<file path="src/rtl/pc_flow_sequencer.sv">
// ----------------------------------------------------------------------------
// pc_flow_sequencer
//
// Fetch/decode/execute control sequencer for the CPU program counter.
// Requests the instruction at the current PC, hands it to decode, accepts one
// control-flow command and issues exactly one PC control pulse for it. The
// return-stack occupancy of the PC block is tracked here so that a call into
// a full stack or a ret from an empty one becomes a sticky fault instead of a
// silent pointer wrap. Also provides halt/resume and a fetch timeout.
//
// Ports:
//   clk, reset        clock (rising edge), asynchronous active-high reset
//   pc_value          current PC value from the PC block
//   imem_req/addr     instruction fetch request and address (addr = PC while req)
//   imem_ack/data     fetch completion and fetched instruction
//   instr/instr_valid latched instruction and one-cycle "new instruction" pulse
//   cmd_ready/valid   command handshake with decode
//   cmd_type/target   command code (0 seq,1 branch,2 jump,3 call,4 ret,5 halt)
//   pc_update..pc_ret one-hot PC control pulses, pc_target jump address
//   resume            leave the halted state
//   stack_depth       mirrored return-stack occupancy
//   halted            sequencer is halted
//   fault/fault_code  sticky fault (1 ovf, 2 unf, 3 illegal, 4 fetch timeout)
// ----------------------------------------------------------------------------
module pc_flow_sequencer #(
  parameter int ADDR_W        = 19,
  parameter int STACK_DEPTH   = 16,
  parameter int DEPTH_W       = 5,
  parameter int FETCH_TIMEOUT = 255
) (
  input  logic               clk,
  input  logic               reset,
  input  logic [ADDR_W-1:0]  pc_value,
  output logic               imem_req,
  output logic [ADDR_W-1:0]  imem_addr,
  input  logic               imem_ack,
  input  logic [ADDR_W-1:0]  imem_data,
  output logic [ADDR_W-1:0]  instr,
  output logic               instr_valid,
  output logic               cmd_ready,
  input  logic               cmd_valid,
  input  logic [2:0]         cmd_type,
  input  logic [ADDR_W-1:0]  cmd_target,
  output logic               pc_update,
  output logic               pc_branch,
  output logic               pc_jump,
  output logic               pc_call,
  output logic               pc_ret,
  output logic [ADDR_W-1:0]  pc_target,
  input  logic               resume,
  output logic [DEPTH_W-1:0] stack_depth,
  output logic               halted,
  output logic               fault,
  output logic [2:0]         fault_code
);

  localparam int TMO_W = $clog2(FETCH_TIMEOUT + 1);

  typedef enum logic [2:0] {
    S_IDLE, S_FETCH, S_DECODE, S_EXEC, S_HALTED, S_FAULT
  } state_t;

  localparam logic [2:0] CMD_SEQ    = 3'd0;
  localparam logic [2:0] CMD_BRANCH = 3'd1;
  localparam logic [2:0] CMD_JUMP   = 3'd2;
  localparam logic [2:0] CMD_CALL   = 3'd3;
  localparam logic [2:0] CMD_RET    = 3'd4;
  localparam logic [2:0] CMD_HALT   = 3'd5;

  localparam logic [2:0] FC_OVERFLOW  = 3'd1;
  localparam logic [2:0] FC_UNDERFLOW = 3'd2;
  localparam logic [2:0] FC_ILLEGAL   = 3'd3;
  localparam logic [2:0] FC_TIMEOUT   = 3'd4;

  // Bit positions inside the pulse vector.
  localparam int P_UPDATE = 0;
  localparam int P_BRANCH = 1;
  localparam int P_JUMP   = 2;
  localparam int P_CALL   = 3;
  localparam int P_RET    = 4;

  state_t             state_q, state_d;
  logic [TMO_W-1:0]   tmo_q, tmo_d;
  logic [4:0]         pulse_q, pulse_d;
  logic [ADDR_W-1:0]  instr_d, pc_target_d;
  logic               instr_valid_d;
  logic [2:0]         fault_code_d;

  wire stack_full  = (stack_depth == DEPTH_W'(STACK_DEPTH));
  wire stack_empty = (stack_depth == '0);

  // The only combinational output: the PC is passed straight through so the
  // fetch address is valid in the same cycle the request is raised.
  assign imem_addr = imem_req ? pc_value : '0;

  assign pc_update = pulse_q[P_UPDATE];
  assign pc_branch = pulse_q[P_BRANCH];
  assign pc_jump   = pulse_q[P_JUMP];
  assign pc_call   = pulse_q[P_CALL];
  assign pc_ret    = pulse_q[P_RET];

  // NOTE: every signal assigned in this block gets a default first; a path
  // that leaves one unassigned would infer a latch.
  always_comb begin
    state_d       = state_q;
    tmo_d         = tmo_q;
    pulse_d       = '0;
    instr_d       = instr;
    instr_valid_d = 1'b0;
    pc_target_d   = pc_target;
    fault_code_d  = fault_code;

    unique case (state_q)
      S_IDLE: state_d = S_FETCH;

      S_FETCH: begin
        if (imem_ack) begin
          instr_d       = imem_data;
          instr_valid_d = 1'b1;
          tmo_d         = '0;
          state_d       = S_DECODE;
        end else begin
          tmo_d = tmo_q + 1'b1;
          // This cycle is the FETCH_TIMEOUT-th one without an ack.
          if (tmo_q == TMO_W'(FETCH_TIMEOUT - 1)) begin
            state_d      = S_FAULT;
            fault_code_d = FC_TIMEOUT;
          end
        end
      end

      S_DECODE: begin
        if (cmd_valid) begin
          pc_target_d = cmd_target;
          state_d     = S_EXEC;
          case (cmd_type)
            CMD_SEQ:    pulse_d[P_UPDATE] = 1'b1;
            CMD_BRANCH: pulse_d[P_BRANCH] = 1'b1;
            CMD_JUMP:   pulse_d[P_JUMP]   = 1'b1;
            CMD_CALL: begin
              if (stack_full) begin
                state_d      = S_FAULT;
                fault_code_d = FC_OVERFLOW;
              end else begin
                pulse_d[P_CALL] = 1'b1;
              end
            end
            CMD_RET: begin
              if (stack_empty) begin
                state_d      = S_FAULT;
                fault_code_d = FC_UNDERFLOW;
              end else begin
                pulse_d[P_RET] = 1'b1;
              end
            end
            CMD_HALT: state_d = S_HALTED;
            default: begin
              state_d      = S_FAULT;
              fault_code_d = FC_ILLEGAL;
            end
          endcase
        end
      end

      S_EXEC: state_d = S_FETCH;

      // Resuming advances the PC past the halt instruction.
      S_HALTED: begin
        if (resume) begin
          state_d           = S_EXEC;
          pulse_d[P_UPDATE] = 1'b1;
        end
      end

      // FAULT is terminal until reset; resume has no effect.
      default: state_d = S_FAULT;
    endcase
  end

  // Registered outputs are loaded from the next state so they are valid for
  // the whole cycle the FSM spends in that state.
  // NOTE: sequential state uses non-blocking assignments only, so every
  // register samples the pre-edge values regardless of statement order.
  always_ff @(posedge clk or posedge reset) begin
    if (reset) begin
      state_q     <= S_IDLE;
      tmo_q       <= '0;
      pulse_q     <= '0;
      imem_req    <= 1'b0;
      instr       <= '0;
      instr_valid <= 1'b0;
      cmd_ready   <= 1'b0;
      pc_target   <= '0;
      stack_depth <= '0;
      halted      <= 1'b0;
      fault       <= 1'b0;
      fault_code  <= '0;
    end else begin
      state_q     <= state_d;
      tmo_q       <= tmo_d;
      pulse_q     <= pulse_d;
      imem_req    <= (state_d == S_FETCH);
      instr       <= instr_d;
      instr_valid <= instr_valid_d;
      cmd_ready   <= (state_d == S_DECODE);
      pc_target   <= pc_target_d;
      halted      <= (state_d == S_HALTED);
      fault       <= (state_d == S_FAULT);
      fault_code  <= fault_code_d;
      // The depth follows the PC block, which pushes/pops on the edge that
      // ends the EXEC cycle carrying the pulse. Range was checked in DECODE.
      if (pulse_q[P_CALL])
        stack_depth <= stack_depth + 1'b1;
      else if (pulse_q[P_RET])
        stack_depth <= stack_depth - 1'b1;
    end
  end

endmodule

</file>
<file path="config.mk">
export PLATFORM = sky130hd
export DESIGN_NAME = pc_flow_sequencer
export DESIGN_NICKNAME = d
export VERILOG_FILES = /design/src/rtl/pc_flow_sequencer.sv
export SDC_FILE = /design/constraint.sdc
export NUM_CORES = 1
export LEC_CHECK = 0
export CAP_MARGIN = 20
export CORE_MARGIN = 4
export CORE_UTILIZATION = 42
export CTS_BUF_LIST = sky130_fd_sc_hd__clkbuf_8 sky130_fd_sc_hd__clkbuf_16
export CTS_CLUSTER_DIAMETER = 120
export CTS_CLUSTER_SIZE = 10
export DETAILED_ROUTE_END_ITERATION = 16
export GPL_TIMING_DRIVEN = 1
export PLACE_DENSITY = 0.9
export SYNTH_ARGS = -nofsm -noshare
export SYNTH_HDL_FRONTEND = slang
export SYNTH_SLANG_ARGS = --single-unit
</file>
<file path="constraint.sdc">
create_clock -name clk -period 2.7 [get_ports clk]
set_input_delay 0.405 -clock clk [delete_from_list [all_inputs] [get_ports clk]]
set_output_delay 0.405 -clock clk [all_outputs]
set_load 0.01 [all_outputs]
</file>
==> impl_metrics.env <==
export IMPL_status="complete, no violations"
export IMPL_hold_viol=0
export IMPL_synth_cell_type_count=49
export IMPL_r2r_slack_ps=710
export IMPL_synth_yosys_seq_area_share=0.542
export IMPL_finalMaxSlewViolations=0
export IMPL_slew_headroom=0.537
export IMPL_clk_pin_slew_ps=70
export IMPL_cts_root_buffer="clkbuf_8"
export IMPL_crit_path_start_kind="flip-flop"
export IMPL_peakVddDrop_mv=0.462
export IMPL_cp_max_fo=20
export IMPL_overflow=0
export IMPL_hold_path_class="flip-flop to flip-flop"
export IMPL_syn_area_um2=3090
export IMPL_p_sw_mw=1.52
export IMPL_cts_tree="built"
export IMPL_p_int_mw=3.10
export IMPL_rows=31
export IMPL_place_inst=522
export IMPL_post_dp_cell_area_um2=4600
export IMPL_instances_no_fill=536
export IMPL_p_comb_frac=0.463
export IMPL_coreArea_um2=7210
export IMPL_min_period_ps=2070
export IMPL_n_antenna_cell=0
export IMPL_r2r_start="stack_depth[0]$_DFFE_PP0P_"
export IMPL_grt_pass1_wl_um=12600
export IMPL_clkPwrFrac=0.169
export IMPL_cts_setup_buffers=0
export IMPL_crit_end="imem_addr[15]"
export IMPL_grt_max_degree=35
export IMPL_clock_skew_ps=4.29
export IMPL_ff2ff_path_depth=4
export IMPL_synth_enable_flop_cells=0
export IMPL_clock_sinks=67
export IMPL_vias=2655
export IMPL_startpoint="imem_req$_DFF_PP0_"
export IMPL_tightestPinTransition_ps=693
export IMPL_power_density_nw_per_um2=965
export IMPL_design_die_area_um2=8800
export IMPL_cts_resized=0
export IMPL_drtAntennaViolNets=0
export IMPL_max_freq_mhz=484
export IMPL_rsz0062_at_grt="no"
export IMPL_synthFlopType="dfrtp_1"
export IMPL_drt_iter0_drc=115
export IMPL_yosys_warnings=0
export IMPL_grt_pass1_vias=2749
export IMPL_setup_worst_path_end_class="output port"
export IMPL_final_cell_area_um2=4780
export IMPL_layout_drive_gt1_share=0.114
export IMPL_ys_seq_elements=67
export IMPL_power_frac_seq=0.368
export IMPL_cts_made_buffers=9
export IMPL_clock_latency_ps=330
export IMPL_leakage_nw=2.09
export IMPL_syn_nets=365
export IMPL_arrival_ps=1660
export IMPL_totalWireLength_um=7940
export IMPL_syn_inst=294
export IMPL_post_dp_hpwl_um=6210
export IMPL_start_util=0.429
export IMPL_syn_to_final_growth_pct=54.6
export IMPL_cts_hold_buf=0
export IMPL_drt_pre_antenna_iters=4
export IMPL_fin_crit_sh=0.766
export IMPL_cts_max_level=3
export IMPL_setup_violations_final=0
export IMPL_port_buffers=139
export IMPL_antenna_found_initial=0
export IMPL_r2r_end="fault_code[2]$_DFFE_PP0P_"
export IMPL_clock_path_buffers=2
export IMPL_final_setup_tns_ps=0
export IMPL_swShare=0.329
export IMPL_via_per_inst=4.95
export IMPL_drc=0
export IMPL_gp_congestion=0.852
export IMPL_wl_per_cell_um=14.8
export IMPL_synth_area_per_cell_um2=10.5
export IMPL_fin_nets=505
export IMPL_grtUsageTotal=0.184
export IMPL_fp_dieW_um=93.8
export IMPL_path_class="flip-flop to output port"
export IMPL_cp_required_ps=2300
export IMPL_io_pins=140
export IMPL_drv_cap=0
export IMPL_ys_async_sr_fraction=1.00
export IMPL_die_h_um=93.8
cells by family (layout without fill, tap and decap cells):
group	count (synthesis)	in the layout	share of synthesized area
simple gates	133	133	0.222
flops	67	67	0.542
compound gates	37	37	0.0817
buf+inv	23	166	0.0307
mux	22	22	0.0797
fa+ha+maj	6	6	0.0267
xor+xnor	6	6	0.0170
worst max-delay path: stages, from the launching register on:
cell	delay (ps)
dfrtp_1	600
and2_1	190
clkdlybuf4s50_1	540
sequential cells by signal (all words and copies together) (netlist names):
register / count
pc_target: 19
tmo_q: 8
fault_code: 3
pulse_q: 5
state_q: 3
instr_valid: 1
halted: 1
imem_req: 1
fault: 1
instr: 19
stack_depth: 5
cmd_ready: 1
cell type report:
class	instances	area (um^2)
Clock buffer	10	138
Clock inverter	4	45.0
Multi-Input combinational cell	204	1340
Inverter	7	26.3
Timing Repair Buffer	145	1440
Tap cell	99	124
Sequential cell	67	1680
Fill cell	559	2430
power groups by stage:
stage | clock network, mW | logic (mW) | registers, mW
after CTS | 0.803 | 2.16 | 1.70
after global placement | 0 | 2.09 | 1.70
final | 0.780 | 2.14 | 1.70
after floorplan | 0 | 0.922 | 1.78
after detailed placement | 0 | 2.16 | 1.71
after global routing | 0.852 | 2.31 | 1.76
stage by stage:
stage	worst slack [ps]	hold WS, ps	utilization	power (mW)
2_1_floorplan	612	466	-	2.70
3_3_place_gp	480	457	0.638	3.79
6_report	633	481	0.663	4.62
4_1_cts	583	484	0.663	4.67
3_5_place_dp	439	467	0.638	3.87
5_1_grt	473	517	0.663	4.92
synth_stat cells (all sizes together), types with 2 or more instances:
cell type,count,area share
and2,21,0.042
nor3,3,0.0049
or3b,3,0.0085
inv,7,0.0085
clkbuf,9,0.011
nor4b,4,0.011
buf,7,0.011
a31oi,3,0.0061
mux2,21,0.076
nand4,3,0.0061
or4,2,0.0073
nor3b,2,0.0065
nand3,3,0.0049
a21o,2,0.0053
nand3b,3,0.0073
ha,5,0.020
xnor2,5,0.014
a21oi,7,0.013
and3,2,0.0040
dfrtp,67,0.54
a32oi,2,0.0057
o21ai,13,0.021
nand2,68,0.082
nor2,10,0.012
layout by cell type (no fill, tap or decap), drive strengths merged, types with 3 or more instances in the layout:
master | netlist | layout
a21oi | 7 | 7
nand3b | 3 | 3
clkdlybuf4s50 | 0 | 139
or3b | 3 | 3
dfrtp | 67 | 67
a31oi | 3 | 3
nand2 | 68 | 68
nor4b | 4 | 4
and2 | 21 | 21
xnor2 | 5 | 5
buf | 7 | 6
nand4 | 3 | 3
mux2 | 21 | 21
nor2 | 10 | 10
clkbuf | 9 | 10
inv | 7 | 9
o21ai | 13 | 13
nor3 | 3 | 3
ha | 5 | 5
nand3 | 3 | 3
layer usage:
metal,routed length [um],vias up,global-route usage
met3,869,6,0.0641
met1,2920,1255,0.203
met2,4040,114,0.321
met5,0,-,0
met4,112,0,0.0734
li1,-,1280,-
how the worst min path moves through the flow:
| stage | end | startpoint | cells past startpoint | slack (ps) |
|---|---|---|---|---|
| after floorplan | tmo_q[6]$_DFFE_PP0P_ | tmo_q[6]$_DFFE_PP0P_ | 1 | 470 |
| after global placement | pc_target[10]$_DFFE_PP0P_ | pc_target[10]$_DFFE_PP0P_ | 2 | 460 |
| after detailed placement | pc_target[8]$_DFFE_PP0P_ | pc_target[8]$_DFFE_PP0P_ | 2 | 470 |
| after CTS | pc_target[8]$_DFFE_PP0P_ | pc_target[8]$_DFFE_PP0P_ | 2 | 480 |
| after global routing | pc_target[4]$_DFFE_PP0P_ | pc_target[4]$_DFFE_PP0P_ | 2 | 520 |
| final | pc_target[8]$_DFFE_PP0P_ | pc_target[8]$_DFFE_PP0P_ | 2 | 480 |
(Power assumes the default switching activity.)
